[config.mk]
export PLATFORM = sky130hd
export DESIGN_NAME = spi_slave_rx_tx
export DESIGN_NICKNAME = d
export VERILOG_FILES = /design/src/rtl/spi_slv_pkg.sv /design/src/rtl/spi_slv_fifo.sv /design/src/rtl/spi_slave_rx_tx.sv
export SDC_FILE = /design/constraint.sdc
export NUM_CORES = 1
export LEC_CHECK = 0
export ABC_AREA = 1
export CAP_MARGIN = 40
export CORE_UTILIZATION = 62
export CTS_BUF_LIST = sky130_fd_sc_hd__clkbuf_4 sky130_fd_sc_hd__clkbuf_8 sky130_fd_sc_hd__clkbuf_16
export DETAILED_ROUTE_END_ITERATION = 7
export PLACE_DENSITY = 0.89
export SETUP_SLACK_MARGIN = 0.5
export SLEW_MARGIN = 40
export SYNTH_ARGS = -nofsm -noshare
export SYNTH_HDL_FRONTEND = slang
export SYNTH_SLANG_ARGS = --single-unit
[constraint.sdc]
create_clock -name PCLK -period 4.39 [get_ports PCLK]
set_clock_uncertainty 0.05 [all_clocks]
set_input_delay 0.6585 -clock PCLK [delete_from_list [all_inputs] [get_ports PCLK]]
set_output_delay 0.6585 -clock PCLK [all_outputs]
set_load 0.01 [all_outputs]
[src/rtl/spi_slv_pkg.sv]
// Shared definitions for the SPI slave endpoint: FSM state encoding, byte
// width and the SPI-mode edge-select helper.
package spi_slv_pkg;

  localparam int BYTE_W = 8;

  typedef enum logic [1:0] {
    IDLE   = 2'd0,
    LOAD   = 2'd1,
    ACTIVE = 2'd2
  } spi_state_e;

  // Which synchronized SCK edge (rising/falling) samples MOSI and which shifts MISO.
  typedef struct packed {
    logic sample_on_rise;
    logic shift_on_rise;
  } edge_sel_t;

  // Leading edge is rising for CPOL=0. CPHA=0 samples on leading, CPHA=1 on trailing.
  function automatic edge_sel_t edge_sel(input logic cpol, input logic cpha);
    edge_sel_t sel;
    sel.sample_on_rise = ~(cpol ^ cpha);
    sel.shift_on_rise  = cpol ^ cpha;
    return sel;
  endfunction

endpackage

[src/rtl/spi_slv_fifo.sv]
// Parameterized synchronous FIFO (DEPTH must be a power of two).
// A push on a full FIFO succeeds only when a pop happens in the same cycle.
module spi_slv_fifo #(
  parameter int DEPTH = 4,
  parameter int WIDTH = 8
) (
  input  logic             i_clk,
  input  logic             i_rst_n,
  input  logic             i_push,
  input  logic [WIDTH-1:0] i_push_data,
  input  logic             i_pop,
  output logic [WIDTH-1:0] o_head,
  output logic             o_full,
  output logic             o_empty
);

  localparam int PTR_W = $clog2(DEPTH);
  localparam int CNT_W = PTR_W + 1;

  logic [WIDTH-1:0] r_mem [DEPTH];
  logic [PTR_W-1:0] r_wr_ptr;
  logic [PTR_W-1:0] r_rd_ptr;
  logic [CNT_W-1:0] r_count;
  logic             w_do_push;
  logic             w_do_pop;

  assign o_empty   = (r_count == CNT_W'(0));
  assign o_full    = (r_count == CNT_W'(DEPTH));
  assign w_do_pop  = i_pop & ~o_empty;
  assign w_do_push = i_push & (~o_full | w_do_pop);
  assign o_head    = r_mem[r_rd_ptr];

  // Storage array and write pointer
  always_ff @(posedge i_clk or negedge i_rst_n) begin
    if (!i_rst_n) begin
      for (int i = 0; i < DEPTH; i++) begin
        r_mem[i] <= '0;
      end
      r_wr_ptr <= '0;
    end else if (w_do_push) begin
      r_mem[r_wr_ptr] <= i_push_data;
      r_wr_ptr        <= r_wr_ptr + PTR_W'(1);
    end else begin
      r_wr_ptr <= r_wr_ptr;
    end
  end

  // Read pointer and occupancy count
  always_ff @(posedge i_clk or negedge i_rst_n) begin
    if (!i_rst_n) begin
      r_rd_ptr <= '0;
      r_count  <= '0;
    end else begin
      if (w_do_pop) begin
        r_rd_ptr <= r_rd_ptr + PTR_W'(1);
      end
      case ({w_do_push, w_do_pop})
        2'b10:   r_count <= r_count + CNT_W'(1);
        2'b01:   r_count <= r_count - CNT_W'(1);
        default: r_count <= r_count;
      endcase
    end
  end

endmodule

[src/rtl/spi_slave_rx_tx.sv]
// SPI slave endpoint: oversamples SCK/MOSI/SS_N in the PCLK domain,
// deserializes MOSI into an RX FIFO and serializes TX bytes onto MISO.
// PCLK must be at least 8x the SCK frequency.
// Optional feature: define SPI_SLV_LSB_FIRST_EN for LSB-first shifting in
// both directions; default build is MSB-first.
module spi_slave_rx_tx
  import spi_slv_pkg::*;
#(
  parameter int               RX_DEPTH   = 4,
  parameter logic [BYTE_W-1:0] DUMMY_BYTE = 8'hFF,
  parameter bit               CPOL       = 1'b0,
  parameter bit               CPHA       = 1'b0
) (
  input  logic              PCLK,
  input  logic              PRESETn,
  input  logic              sck_i,
  input  logic              mosi_i,
  input  logic              ss_n_i,
  output logic              miso_o,
  output logic [BYTE_W-1:0] rx_data,
  output logic              rx_valid,
  input  logic              rx_ready,
  input  logic [BYTE_W-1:0] tx_data,
  input  logic              tx_valid,
  output logic              tx_ready,
  output logic              overrun,
  input  logic              clr_overrun,
  output logic              busy
);

`ifdef SPI_SLV_LSB_FIRST_EN
  localparam bit LSB_FIRST = 1'b1;
`else
  localparam bit LSB_FIRST = 1'b0;
`endif

  localparam edge_sel_t EDGE = edge_sel(CPOL, CPHA);

  // Synchronizers and edge-detect history
  logic r_sck_s1, r_sck_s2, r_sck_s3;
  logic r_mosi_s1, r_mosi_s2;
  logic r_ss_s1, r_ss_s2, r_ss_s3;

  spi_state_e r_state;
  spi_state_e w_state_nxt;
  logic       w_do_load;
  logic       w_act;

  logic              w_sck_rise, w_sck_fall, w_ss_fall, w_ss_rise;
  logic              w_sample_edge, w_shift_edge;
  logic              w_do_sample, w_shift_evt;
  logic              w_reload, w_tx_adv, w_tx_skip;
  logic [BYTE_W-1:0] w_next_byte;
  logic [BYTE_W-1:0] w_rx_next;
  logic              w_push, w_drop;
  logic              w_fifo_full, w_fifo_empty;
  logic [BYTE_W-1:0] w_fifo_head;

  logic [BYTE_W-1:0] r_tx_shift;
  logic [2:0]        r_tx_cnt;
  logic              r_first_skip;
  logic [BYTE_W-1:0] r_hold;
  logic              r_hold_empty;
  logic [BYTE_W-1:0] r_rx_shift;
  logic [2:0]        r_rx_cnt;
  logic              r_overrun;
  logic              r_busy;

  // Two-flop synchronizers plus a third flop for edge detection. SS_N history
  // resets low so that a select already held low at reset release is not
  // mistaken for a falling edge.
  always_ff @(posedge PCLK or negedge PRESETn) begin
    if (!PRESETn) begin
      r_sck_s1  <= CPOL;
      r_sck_s2  <= CPOL;
      r_sck_s3  <= CPOL;
      r_mosi_s1 <= 1'b0;
      r_mosi_s2 <= 1'b0;
      r_ss_s1   <= 1'b0;
      r_ss_s2   <= 1'b0;
      r_ss_s3   <= 1'b0;
    end else begin
      r_sck_s1  <= sck_i;
      r_sck_s2  <= r_sck_s1;
      r_sck_s3  <= r_sck_s2;
      r_mosi_s1 <= mosi_i;
      r_mosi_s2 <= r_mosi_s1;
      r_ss_s1   <= ss_n_i;
      r_ss_s2   <= r_ss_s1;
      r_ss_s3   <= r_ss_s2;
    end
  end

  assign w_sck_rise    = r_sck_s2 & ~r_sck_s3;
  assign w_sck_fall    = ~r_sck_s2 & r_sck_s3;
  assign w_ss_fall     = ~r_ss_s2 & r_ss_s3;
  assign w_ss_rise     = r_ss_s2 & ~r_ss_s3;
  assign w_sample_edge = EDGE.sample_on_rise ? w_sck_rise : w_sck_fall;
  assign w_shift_edge  = EDGE.shift_on_rise ? w_sck_rise : w_sck_fall;

  // Frame state register
  always_ff @(posedge PCLK or negedge PRESETn) begin
    if (!PRESETn) begin
      r_state <= IDLE;
    end else begin
      r_state <= w_state_nxt;
    end
  end

  // Next-state decode and per-cycle action qualifiers
  always_comb begin
    w_state_nxt = r_state;
    w_do_load   = 1'b0;
    w_act       = 1'b0;
    case (r_state)
      IDLE: begin
        if (w_ss_fall) w_state_nxt = LOAD;
        else           w_state_nxt = IDLE;
      end
      LOAD: begin
        w_do_load = 1'b1;
        if (w_ss_rise) w_state_nxt = IDLE;
        else           w_state_nxt = ACTIVE;
      end
      ACTIVE: begin
        if (w_ss_rise) begin
          w_state_nxt = IDLE;
          w_act       = 1'b0;
        end else begin
          w_state_nxt = ACTIVE;
          w_act       = 1'b1;
        end
      end
      default: w_state_nxt = IDLE;
    endcase
  end

  assign w_do_sample = w_act & w_sample_edge;
  assign w_shift_evt = w_act & w_shift_edge;
  assign w_next_byte = r_hold_empty ? DUMMY_BYTE : r_hold;
  assign w_tx_skip   = w_shift_evt & r_first_skip;
  assign w_reload    = w_do_load | (w_shift_evt & ~r_first_skip & (r_tx_cnt == 3'd7));
  assign w_tx_adv    = w_shift_evt & ~r_first_skip & (r_tx_cnt != 3'd7);

  // TX shift register: load at frame start / byte boundary, otherwise shift.
  // With CPHA=1 the first leading edge is swallowed since LOAD already presents the first bit.
  always_ff @(posedge PCLK or negedge PRESETn) begin
    if (!PRESETn) begin
      r_tx_shift   <= DUMMY_BYTE;
      r_tx_cnt     <= 3'd0;
      r_first_skip <= 1'b0;
    end else if (w_reload) begin
      r_tx_shift   <= w_next_byte;
      r_tx_cnt     <= 3'd0;
      r_first_skip <= w_do_load & CPHA;
    end else if (w_tx_skip) begin
      r_first_skip <= 1'b0;
    end else if (w_tx_adv) begin
      r_tx_shift <= LSB_FIRST ? {1'b0, r_tx_shift[BYTE_W-1:1]}
                              : {r_tx_shift[BYTE_W-2:0], 1'b0};
      r_tx_cnt   <= r_tx_cnt + 3'd1;
    end else begin
      r_tx_cnt <= r_tx_cnt;
    end
  end

  assign miso_o = LSB_FIRST ? r_tx_shift[0] : r_tx_shift[BYTE_W-1];

  // One-entry TX holding register: freed when its byte moves into the shifter
  always_ff @(posedge PCLK or negedge PRESETn) begin
    if (!PRESETn) begin
      r_hold       <= '0;
      r_hold_empty <= 1'b1;
    end else if (w_reload && !r_hold_empty) begin
      r_hold_empty <= 1'b1;
    end else if (tx_valid && r_hold_empty) begin
      r_hold       <= tx_data;
      r_hold_empty <= 1'b0;
    end else begin
      r_hold_empty <= r_hold_empty;
    end
  end

  assign tx_ready = r_hold_empty;

  assign w_rx_next = LSB_FIRST ? {r_mosi_s2, r_rx_shift[BYTE_W-1:1]}
                               : {r_rx_shift[BYTE_W-2:0], r_mosi_s2};

  // RX deserializer; bit count restarts each frame so partial bytes are discarded
  always_ff @(posedge PCLK or negedge PRESETn) begin
    if (!PRESETn) begin
      r_rx_shift <= '0;
      r_rx_cnt   <= 3'd0;
    end else if (w_do_load) begin
      r_rx_cnt <= 3'd0;
    end else if (w_do_sample) begin
      r_rx_shift <= w_rx_next;
      r_rx_cnt   <= r_rx_cnt + 3'd1;
    end else begin
      r_rx_cnt <= r_rx_cnt;
    end
  end

  assign w_push = w_do_sample & (r_rx_cnt == 3'd7);
  assign w_drop = w_push & w_fifo_full & ~rx_ready;

  spi_slv_fifo #(
    .DEPTH (RX_DEPTH),
    .WIDTH (BYTE_W)
  ) u_rx_fifo (
    .i_clk       (PCLK),
    .i_rst_n     (PRESETn),
    .i_push      (w_push),
    .i_push_data (w_rx_next),
    .i_pop       (rx_ready),
    .o_head      (w_fifo_head),
    .o_full      (w_fifo_full),
    .o_empty     (w_fifo_empty)
  );

  assign rx_data  = w_fifo_head;
  assign rx_valid = ~w_fifo_empty;

  // Sticky overrun flag; a new drop wins over a same-cycle clear
  always_ff @(posedge PCLK or negedge PRESETn) begin
    if (!PRESETn) begin
      r_overrun <= 1'b0;
    end else if (w_drop) begin
      r_overrun <= 1'b1;
    end else if (clr_overrun) begin
      r_overrun <= 1'b0;
    end else begin
      r_overrun <= r_overrun;
    end
  end

  assign overrun = r_overrun;

  // Busy flag tracks whether a frame is in progress
  always_ff @(posedge PCLK or negedge PRESETn) begin
    if (!PRESETn) begin
      r_busy <= 1'b0;
    end else begin
      r_busy <= (w_state_nxt != IDLE);
    end
  end

  assign busy = r_busy;

endmodule

==> results of run 1 <==
[area by class of cell]
class | count | area share, %
Clock buffer | 10 | 3.24
Clock inverter | 6 | 0.796
Inverter | 30 | 2.65
Multi-Input combinational cell | 276 | 36.2
Sequential cell | 81 | 48.0
Tap cell | 75 | 2.21
Timing Repair Buffer | 29 | 6.81
[registers in the layout (all words and copies together) (netlist names), 2 cells and up]
signal,cells
u_rx_fifo.r_mem,32
r_hold,8
r_tx_shift,8
r_rx_shift,7
r_rx_cnt,3
r_tx_cnt,3
u_rx_fifo.r_count,3
r_state,2
u_rx_fifo.r_rd_ptr,2
u_rx_fifo.r_wr_ptr,2
[through the flow]
| step | instance area, µm² | utilization (%) | worst slack, ns | hold WS [ns] |
|---|---|---|---|---|
| final | 4240 | 71.7 | 1.32 | 0.266 |
| after detailed placement | 4070 | 68.8 | 1.64 | 0.285 |
| after floorplan | 3810 | - | 2.07 | 0.281 |
| after CTS | 4240 | 71.7 | 1.37 | 0.301 |
| after global routing | 4240 | 71.7 | 1.21 | 0.312 |
| after global placement | 4070 | 68.7 | 1.78 | 0.284 |
[metal layers]
| metal | part of all wire (%) | wire length, µm | vias to the layer above | GRT usage [%] |
|---|---|---|---|---|
| met2 | 50 | 3740 | 82 | 44.2 |
| met1 | 43 | 3240 | 1432 | 32.9 |
| met5 | 0 | 0 | - | 0 |
| met4 | 1.8 | 134 | 0 | 11.1 |
| li1 | - | - | 1405 | - |
| met3 | 4.5 | 339 | 14 | 5.45 |
[worst max path at each step]
stage,depth (start not counted),startpoint,to
2_1_floorplan,10,rx_ready,u_rx_fifo.r_count[2]
3_3_place_gp,10,rx_ready,u_rx_fifo.r_count[2]
3_5_place_dp,10,rx_ready,u_rx_fifo.r_count[2]
4_1_cts,4,u_rx_fifo.r_rd_ptr[0],rx_data[4]
5_1_grt,4,u_rx_fifo.r_rd_ptr[0],rx_data[4]
6_report,4,u_rx_fifo.r_rd_ptr[0],rx_data[4]
[synthesized netlist by cell type, types with 7 or more instances]
cell type	number	area share [%]
dfstp_2	9	6.2
nand4_1	32	5.3
nand3_1	24	3.2
ha_1	13	4.3
buf_2	7	0.92
dfrtp_1	72	47
inv_1	28	2.8
nor2_1	25	2.5
o22ai_1	8	1.3
nand2_1	104	10
mux2_2	8	2.4
o21ai_0	41	5.4
clkbuf_1	7	0.69
[critical path, delay by kind of cell, from the launching register on]
family / cells / cell delay [ns]
buffers and inverters: 2 / 0.89
flip-flops: 1 / 0.68
AO/OA/AOI/OAI: 2 / 0.44
[cells in the final DEF, fill, tap and decap left out]
cell,Yosys,routed
xnor2_1,1,1
nand2_1,104,104
clkinv_4,0,1
ha_1,13,13
nor2_2,1,1
nand2_4,1,1
nor2_4,1,1
o21ai_1,1,1
nand3_1,24,24
clkbuf_8,0,10
xor2_1,2,2
a21oi_1,1,1
inv_1,28,28
nand2_2,4,4
inv_2,2,2
buf_6,4,1
nand4_1,32,32
or2_2,1,1
o22ai_1,8,8
nor2_8,1,1
dfstp_2,9,9
o21ai_0,41,41
fa_1,1,1
nand3_4,1,1
clkdlybuf4s50_1,0,27
buf_4,2,1
clkinv_2,0,5
nand4_4,1,1
dfrtp_1,72,72
nand4_2,4,4
mux2_2,8,8
nor2_1,25,25
[cells by family after synthesis]
logic type,Yosys count
mux,8
compound gates,51
buf+inv,50
flops,81
xor+xnor,3
fa+ha+maj,14
simple gates,200
[where the power goes]
group	internal [mW]	leakage [nW]	switching (mW)
Combinational	0.304	0.974	0.368
Sequential	0.895	1.05	0.126
Clock	0.217	0.0956	0.267
==> flow_results.org, run 1 <==
** Drt
- Residual DRC :: 0
- Detailed Route WL :: 7460 µm
- In the final routed layout, each cell accounts on average for around 15 µm.
- Number of vias after detailed routing :: roughly 2900
- Pre-antenna DRT Iters :: 5
- Iter 0 DRT Violations :: 317
- Average via count per standard cell :: a little under 6
- ANT nets after route :: 0

** Final layout
- Diode count :: 0
- Signed area change from the synthesized netlist to the final layout :: 11.4%
- The filler cells instantiated in the layout total approximately 440.
- Fraction of layout cells with a size suffix above 1 :: around an eighth
- Excluding fillers, the count of instances in the completed layout stands at about 510.
- Area taken by flip-flops and latches :: roughly 0.0020 mm²
- In the final layout, the multi-input gates occupy 0.00154 mm².
- For this run, the post-layout net count is around 460.

** Synthesis
- Sequential cells were found to cover between 50% and 60% of the synthesized design area.
- Syn Nets :: around 440
- Adder and majority cell fraction of the synthesized area :: about 4.8%
- Multiplexer fraction of the synthesized cell area :: ~2.4%
- Fraction of synthesized cell area in xor and xnor cells :: less than 1%
- After synthesis the netlist holds a flip-flop and latch count of 81.
- Summing the areas of all compound-gate instances in the mapped netlist gives slightly below 7% of the synthesized area.
- Of the total synthesized cell area, the portion taken by AND, OR, NAND and NOR gates is roughly a quarter.
- The synthesized design contains 0 enable-type register cells.
- After synthesis, the share of flip-flops with an asynchronous set or reset is 100%.
- Synthesis Warnings :: 0
- Most instantiated flip-flop cell in the synthesis netlist :: dfrtp_1
- Synthesis produced a netlist whose cell count is just over 400.
- In this run the mean area of a mapped cell was approximately 9.4 µm².
- Dominant combinational cell family by area after synthesis :: simple AND/OR/NAND/NOR gates
- Distinct cell type count of the synthesized netlist :: 30
- The mapped netlist covers 0.00381 mm².

** CTS
- The clock passes through at most 2 buffers.
- TritonCTS created 9 clock buffers.
- CTS hold repair buffers :: 0
- The root buffer cell chosen for the clock tree is clkbuf_8.
- Gates resized during post-CTS repair numbered 0.
- TritonCTS built the clock tree.
- Post-CTS Setup Inserts :: 0
- After clock tree synthesis, the clock-pin slew on the worst setup and hold paths is ~0.08 ns.
- Clock tree synthesis found a total of ~80 sinks.
- In this run the number of H-tree levels came out at 3.
- The later pin in the worst-skew pair is clocked with a latency of around 0.36 ns.

** Timing
- RSZ-0062 raised after global routing :: no
- Based on the critical path, the design can be clocked at up to between 300 and 400 MHz.
- Headroom to the max-slew limit came out at about 53%.
- Portion of the clock cycle consumed by the worst path in the final layout :: approximately 70%
- The final hold violation count was 0.
- Slew at the pin closest to its max-slew limit :: 0.703 ns
- The worst path in the final design needs a cycle of a little over 3 ns, including I/O delays and setup.
- In the final timing run, aggregate negative setup slack is 0 ns.
- Setup violations remaining at the end of the flow were counted as 0.
- The final max-slew violation count came to 0.

** Floorplanning
- After floorplanning, the core was divided into 28 placement rows.
- For this design the top-level I/O count stands at 29.
- Die area :: ~0.0065 mm²
- The initial utilization of the core area, before any placement, comes to roughly 64%.
- From bottom edge to top edge, the die measures around 80 µm.
- Core region area :: 0.00592 mm²
- Horizontal die dimension :: 80.4 µm

** Worst setup path
- Worst reg2reg startpoint :: r_rx_cnt[0]
- Worst endpoint data arrival time :: 2.36 ns
- Worst reg2reg setup slack :: ~1.7 ns
- For the worst flop-to-flop path, the logic depth is 9.
- For the worst setup path, the data required time is 3.68 ns.
- The slowest stage of the critical path is the dfrtp_1 cell.
- The critical path is of the reg2out type.
- Kind of end point of the critical path :: primary output
- Kind of start point of the critical path :: flip-flop
- The largest single stage delay on the critical path is roughly 0.68 ns.
- Peak fanout along the critical path :: 18
- Traced cell by cell, the critical path runs through inv_1 > o21ai_0 > o22ai_1 > clkdlybuf4s50_1.
- Capture point of the worst reg-to-reg path :: u_rx_fifo.r_count[1]

** Power and ir drop
- Pwr per Cell Area :: between 500 and 600 mW/mm²
- Peak VDD IR :: 0.000351 V
- Total power after layout :: approximately 2.2 mW
- In this run the static leakage power is about 2.1 nW.

** Global route
- Largest net degree at the start of global routing :: 82
- The via count of the first global-routing pass came to 2779.
- For this run the aggregate overflow at the end of global routing stands at 0.
- The first global-routing pass estimated ~13000 µm of wire.
- The initial antenna violation count is 0.
- In the global route stage, overall resource usage came out at around a quarter.

** Outcome
- The flow ran to the end, and the final reports show no timing, DRC or antenna violations.

** Placed design
- Once placement completed, the tool counted placed cells totaling between 400 and 500.
- Routability-driven placement finished with a final weighted congestion of 0.833.
- After legalization and detailed placement, the total HPWL measured approximately 5000 µm.
- Number of I/O port buffers :: 28

** Worst hold path
- The worst hold path belongs to the class in2async.

** Job
- Across the run, the number of max-cap violations was 0.
Power figures use the tool's default switching activity.
==> run 2, diff against run 1 <==
Settings changed: CORE_UTILIZATION 62 to 52, PLACE_DENSITY 0.89 to 0.8.
Clock period 4.39 ns to 2.6 ns, I/O delays scaled along.
==> run 2 against run 1 <==
Compared with the run above: the run now ends with design-rule violations, negative hold slack left; power up 83%; die area grew 19%; global-route usage decreased by 4.9 points; register-to-register slack got worse by 1.1 ns; sequential share of layout area down 2.6 points; wire length grew 1.2%; clock power rose by 110%; utilization decreased by 7.0 points; largest cell class unchanged.
==> flow_results.org, run 2 (synthesized netlist as in run 1, its figures left out) <==
** Drt
- Routed wire per std cell :: 14.0 µm (was 14.7 µm)
- The final routed wirelength across all metal layers is 7540 µm (was 7460 µm).
- Iter 0 DRT Violations :: 223 (was 317)
- Pre-antenna DRT Iters :: 7 (was 5)
- Residual DRC :: 2 (was 0)
- The total number of vias was 2931 (was 2933).
- The met1 wire length came to 3170 µm (was 3240 µm).
- The met3 layer wire length in the routed design came to 453 µm (was 339 µm).
- The top layer reached by signal wires is met4 (unchanged).
- The number of nets still failing antenna checks after routing came to 0 (unchanged).
- The detailed-routed wire length on met2 came to 3830 µm (was 3740 µm).
- The via density per instance is 5.43 (was 5.79).

** Final layout
- Utilization of the core after routing :: 64.7% (was 71.7%)
- The total of fill cells in the finished design was 556 (was 436).
- Leading cell types in the layout, fill and taps excluded: nand2_1, dfrtp_1, o21ai_0 (unchanged).
- The number of flip-flops in the largest register is 32 (unchanged).
- The register bank with the most flops was u_rx_fifo.r_mem (unchanged).
- The area added between synthesis and finish came to 17.9% (was 11.4%).
- Commonest non-fill, non-tap cell in the layout :: nand2_1 (unchanged)
- Regs by FF count: u_rx_fifo.r_mem (32), r_hold (8), r_tx_shift (8) (unchanged).
- The number of diodes added for antenna fixing came to 0 (unchanged).
- Total area of multi-input combinational cells :: 0.00160 mm² (was 0.00154 mm²)
- Fraction of layout cells with a size suffix above 1 :: 17.8% (was 12.0%)
- The net count reported at finish came to 469 (was 457).
- Area taken by flip-flops and latches :: 0.00204 mm² (about the same)

** Worst setup path
- Worst endpoint data arrival time :: 1.62 ns (was 2.36 ns)
- Required time at the endpoint of the critical path :: 2.16 ns (was 3.68 ns)
- Kind of start point of the critical path :: flip-flop (unchanged)
- The biggest fanout along the worst timing path was 8 (was 18).
- Kind of end point of the critical path :: primary output (unchanged)
- Setup CP Type :: reg2out (unchanged)

** Timing
- Fmax :: about 490 MHz
- Final Hold Vio Count :: 1 (was 0)
- Portion of the clock cycle consumed by the worst path in the final layout :: 79.1%
- Slew at the pin closest to its max-slew limit :: 0.464 ns (was 0.703 ns)
- The final total negative setup slack was 0 ns (unchanged).
- The final-report setup violation count came to 0 (unchanged).
- The final max-slew violation count was 0 (unchanged).
- The worst hold slack across all endpoints is -0.000288 ns (was 0.266 ns).
- RSZ-0062 raised after global routing :: yes (was no)
- The relative slew slack is 69.1% (was 53.1%).
- The routed design could run at a clock period as short as 2.06 ns.

** Power and ir drop
- Peak VDD IR :: 0.000519 V (was 0.000351 V)
- The sequential cell fraction of total power was 43.0% (was 46.9%).
- Static leakage power :: 2.22 nW (was 2.11 nW)
- The fraction of power spent switching nets was 33.9% (was 35.0%).
- Pwr per Cell Area :: 886 mW/mm² (was 513 mW/mm²)
- The cell-internal power came to 2.63 mW (was 1.41 mW).
- Clock Power Share :: 25.5% (was 22.2%)
- The combinational share of power is 31.5% (was 30.9%).
- The switching power summed over all nets came to 1.35 mW (was 0.760 mW).

** Placed design
- Routability Congestion :: 0.772 (was 0.833)
- HPWL after detailed placement :: 4650 µm (was 4960 µm)
- The number of input and output port buffers inserted is 28 (unchanged).

** CTS
- The clock slew seen by the registers of the worst setup and hold paths came to 0.08 ns (about the same).
- The insertion delay of the later-clocked pin in the worst-skew pair was 0.34 ns (was 0.36 ns).
- Number of clock buffers inserted by TritonCTS :: 9 (unchanged)
- Number of levels the H-tree was split into :: 3 (unchanged)
- CTS hold repair buffers :: 0 (unchanged)
- The number of clock sinks came to 81 (unchanged).
- The root cell of the clock tree was clkbuf_8 (unchanged).
- TritonCTS clock tree :: done (unchanged)
- Clock tree buffer depth :: 2 (unchanged)

** Outcome
- Outcome :: finished, violations left (was finished, final reports clean)
- Failing checks :: design-rule violations, negative hold slack

** Worst hold path
- The worst hold path class was in2async (unchanged).

** Global route
- The total global-route track usage came to 21.4% (was 26.3%).
- The global-route wire length before repair came to 12600 µm (was 12700 µm).
- The largest net degree at the start of global routing is 82 (unchanged).
- Number of antenna violations at the first check in global routing :: 0 (unchanged)
- The final global-route overflow total was 0 (unchanged).
- The via count of the first global-routing pass was 2835 (was 2779).

** Floorplanning
- The die outline height was 87.6 µm (was 80.4 µm).
- The placeable core region came to 0.00694 mm² (was 0.00592 mm²).
- The starting density of the core came to 54.9% (was 64.3%).
- Die area :: 0.00767 mm² (was 0.00646 mm²)
- Boundary pin count :: 29 (unchanged)
- Count of standard-cell rows :: 30 (was 28)
- Horizontal die dimension :: 87.6 µm (was 80.4 µm)

** Job
- Count of maximum capacitance violations :: 0 (unchanged)
-- run 2: cell count changes in the layout (fill, tap and decap cells not counted), sizes merged --
cell	change
dlymetal6s2s	+1
clkdlybuf4s50	-8
clkinvlp	+2
buf	+11
dlygate4sd2	+7
bufinv	+2
clkinv	-3
-- run 2: worst paths after layout --
kind / from / endpoint / slack [ns] / cells after the start
setup / recovery: u_rx_fifo.r_rd_ptr[0] / rx_data[4] / 0.54 / 5
hold / removal: PRESETn / u_rx_fifo.r_rd_ptr[1] / -0.0003 / 2
setup reg to reg: r_rx_cnt[1] / u_rx_fifo.r_count[2] / 0.60 / 11
hold reg to reg: r_ss_s1 / r_ss_s2 / 0.30 / 0
max in group asynchronous: PRESETn / r_tx_shift[1] / 2.12 / 2
min in group PCLK: r_ss_s1 / r_ss_s2 / 0.30 / 0
-- run 2: per-layer routing --
| layer | track usage, % | up-vias |
|---|---|---|
| met1 | 26.4 | 1403 |
| met3 | 3.68 | 8 |
| met2 | 37.7 | 96 |
| met4 | 8.49 | 0 |
| li1 | - | 1424 |
| met5 | 0 | - |
-- run 2: worst max-delay path: stages (launching register included) --
cell	delay, ns
dfrtp_2	0.44
buf_4	0.16
clkinvlp_4	0.15
nor2_2	0.05
o22ai_1	0.18
dlygate4sd2_1	0.29
-- run 2: metrics by stage --
stage / area (µm²) / power [mW] / setup slack (ns) / cells
3_5_place_dp: 4150 / 2.88 / 0.252 / 515
4_1_cts: 4410 / 3.91 / 0.366 / 534
5_1_grt: 4490 / 4.24 / 0.457 / 540
6_report: 4490 / 3.98 / 0.544 / 540
3_3_place_gp: 4150 / 2.83 / 0.313 / 515
2_1_floorplan: 3830 / 2.45 / 0.540 / 407
-- run 2: power groups by stage --
stage	clock network (mW)	logic, mW	registers (mW)
final	1.01	1.26	1.71
after global placement	0	1.13	1.70
after CTS	1.03	1.17	1.71
after global routing	1.09	1.42	1.73
after floorplan	0	0.806	1.64
after detailed placement	0	1.17	1.71
-- run 2: what timing repair did --
action / CTS / global route
pin swaps: 1 / 3
gates cloned: 1 / 0
resized for setup: 17 / 12
buffers inserted: 2 / 6
endpoints found under the setup margin: 10 / 7
-- run 2: final cells by class --
type                    instances  share of cell area [%]
flip-flops and latches         81                    45.4
multi-input cells             276                    35.6
repair buffers                 40                    8.50
clock buffers                  10                    2.92
well taps                      96                    2.67
inverters                      30                    2.65
clock inverters                 6                    2.03
repair inverters                1                   0.167
==> run 3, diff against run 2 <==
Settings changed: CORE_UTILIZATION 52 to 58, PLACE_DENSITY 0.8 to 0.84.
Clock period 2.6 ns to 2.05 ns, I/O delays scaled along.
==> run 3 against run 2 <==
Compared with the run above: the flow now finishes without violations; worst hold slack gained 0.30 ns; count of clock-buffer cells in the layout up 2; design area grew 12%; combinational power up 79%; flip-flop and latch count unchanged; utilization rose by 15 points; via count is 10% higher; register-to-register slack lost 0.50 ns; largest power group is now combinational cells.
==> flow_results.org, run 3 (synthesized netlist as in run 1, its figures left out) <==
** Timing
- RSZ-0062 raised after global routing :: yes (unchanged)
- The worst hold slack across all endpoints is 0.304 ns (was -0.000288 ns).
- Slew at the pin closest to its max-slew limit :: 0.418 ns (was 0.464 ns)
- In the finished design, the share of the clock period the worst path needs comes to around 95%.
- Final Max Tran Viols :: 0 (unchanged)
- Fmax :: ~500 MHz
- The relative slew slack was 72.1% (was 69.1%).
- For the finished layout, the period the worst path requires is 1.95 ns.
- The final worst-path setup slack is 0.0986 ns (was 0.544 ns).
- The final hold violation count is 0 (was 1).
- The final-report setup violation count is 0 (unchanged).

** Worst hold path
- Startpoint of the tightest hold check path :: r_mosi_s1
- The worst hold path class was reg2reg (was in2async).

** Final layout
- Commonest non-fill, non-tap cell in the layout :: nand2_1 (unchanged)
- Regs by FF count :: u_rx_fifo.r_mem (32), r_hold (8), r_tx_shift (8) (unchanged)
- The net count reported at finish is 503 (was 469).
- Diode count :: 0 (unchanged)
- Leading cell types in the layout, fill and taps excluded :: nand2_1, dfrtp_1, nand4_1 (was nand2_1, dfrtp_1, o21ai_0)
- Signed area change from the synthesized netlist to the final layout :: 32.1% (was 17.9%)
- Utilization of the core after routing :: 79.3% (was 64.7%)
- The register bank with the most flops was u_rx_fifo.r_mem (unchanged).
- The final non-filler cell area was 0.00503 mm² (was 0.00449 mm²).
- Fraction of layout cells with a size suffix above 1 :: 33.1% (was 17.8%)
- Max FFs per register :: 32 (unchanged)

** CTS
- The level count of the clock H-tree came to 3 (unchanged).
- The clock slew seen by the registers of the worst setup and hold paths was 0.08 ns (about the same).
- Clk Tree Root Cell :: clkbuf_8 (unchanged)
- Number of clock buffers inserted by TritonCTS :: 9 (unchanged)
- Clock tree buffer depth :: 2 (unchanged)
- Clock latency at the later pin of the worst-skew pair :: 0.36 ns (was 0.34 ns)
- TritonCTS Sinks :: 81 (unchanged)
- The TritonCTS clock tree is done (unchanged).

** Worst setup path
- Startpoint of the most critical setup path :: r_rx_cnt[1] (was u_rx_fifo.r_rd_ptr[0])
- Setup CP Type :: reg2reg (was reg2out)
- Peak fanout along the critical path :: 2 (was 8)
- Worst reg2reg startpoint :: r_rx_cnt[1] (unchanged)
- The critical path capture point type was a flip-flop (was primary output).
- Required time at the endpoint of the critical path :: 2.24 ns (was 2.16 ns)
- The category of the worst setup path launch point was a flip-flop (unchanged).
- Worst endpoint data arrival time :: 2.15 ns (was 1.62 ns)

** Floorplanning
- Die area :: 0.00690 mm² (was 0.00767 mm²)
- The starting density of the core is 60.0% (was 54.9%).
- The number of rows created at floorplan came to 29 (was 30).
- Horizontal die dimension :: 83.1 µm (was 87.6 µm)
- Height of the die :: 83.1 µm (was 87.6 µm)
- Boundary pin count :: 29 (unchanged)
- Core region area :: 0.00635 mm² (was 0.00694 mm²)

** Placed design
- The final estimated routing congestion in global placement is 0.824 (was 0.772).
- Post-placement worst setup slack :: -0.0609 ns (was 0.252 ns)
- The placed standard-cell area was 0.00424 mm² (was 0.00415 mm²).
- HPWL after detailed placement :: 5190 µm (was 4650 µm)
- Number of I/O port buffers :: 28 (unchanged)

** Global route
- Grt met1 use :: 34.2% (was 26.4%)
- The initial antenna violation count came to 0 (unchanged).
- Global-route wire length before repair :: 14600 µm (was 12600 µm)
- The met3 track utilization from global routing came to 6.86% (was 3.68%).
- The total global-route track usage was 27.0% (was 21.4%).
- Most crowded layer after global routing :: met2 (unchanged)
- The largest net degree at the start of global routing came to 53 (was 82).
- The global-route met2 utilization is 44.7% (was 37.7%).
- The final global-route overflow total is 0 (unchanged).
- Number of global-route vias before repair :: 3064 (was 2835)

** Power and ir drop
- Peak VDD IR :: 0.00107 V (was 0.000519 V)
- The total power is 5.90 mW (was 3.98 mW).
- Static leakage power :: 2.51 nW (was 2.22 nW)
- Pwr per Cell Area :: 1170 mW/mm² (was 886 mW/mm²)

** Drt
- Number of vias after detailed routing :: 3233 (was 2931)
- Iter 0 DRT Violations :: 276 (was 223)
- The remaining routing DRC violations was 0 (was 2).
- The post-detailed-route wirelength per cell is 16.7 µm (was 14.0 µm).
- The number of nets still failing antenna checks after routing was 0 (unchanged).
- Pre-antenna DRT Iters :: 5 (was 7)
- Detailed Route WL :: 9250 µm (was 7540 µm)
- Average via count per standard cell :: 5.83 (was 5.43)

** Job
- Count of maximum capacitance violations :: 0 (unchanged)

** Outcome
- Outcome :: finished, final reports clean (was finished, violations left)
run 3: stage by stage:
stage	std cells	setup TNS, ns
after global routing	555	0
after CTS	538	0
after global placement	507	-0.00681
after detailed placement	507	-0.0609
after floorplan	407	0
final	555	0
run 3: path summary, 6_finish.rpt:
path	end	slack, ns	depth (start not counted)
max in group asynchronous	r_tx_shift[0]	0.92	3
min in group asynchronous	u_rx_fifo.r_mem[11]	0.37	2
min	r_mosi_s2	0.30	0
max	u_rx_fifo.r_count[2]	0.1	11
max reg2reg	u_rx_fifo.r_count[2]	0.1	11
min reg2reg	r_mosi_s2	0.30	0
run 3: cell type report:
type,count,area (µm²)
Clock buffer,12,159
Tap cell,77,96.3
Inverter,30,128
Fill cell,367,1320
Multi-Input combinational cell,276,1840
Timing Repair Buffer,75,676
Clock inverter,4,98.8
Sequential cell,81,2040
run 3: layer usage:
metal	vias to the layer above	part of all wire [%]
li1	1502	-
met1	1592	39
met2	122	54
met3	17	4.7
met4	0	2.1
met5	-	0
run 3: what timing repair did:
action                                 4_1_cts  5_1_grt
pin swaps                                    5       14
gates cloned                                 1        0
endpoints found under the hold margin       29        0
setup endpoints to repair                   65       65
hold buffers                                 1        0
resized for setup                           65       83
setup buffers                               13       17
run 3: critical path, stage by stage (launching register included):
cell and delay [ns]:
dfrtp_1 0.40, ha_2 0.20, ha_4 0.17, inv_4 0.07, nor2_8 0.04, nand2_4 0.08
ha_4 0.12, inv_2 0.04, fa_2 0.34, a21oi_2 0.11, o21ai_1 0.08, xor2_1 0.14
run 3: where the power goes:
part,leakage (nW),internal (mW),switching [mW]
clock,0.130,0.892,0.588
combinational,1.33,1.07,1.19
sequential,1.04,1.92,0.234
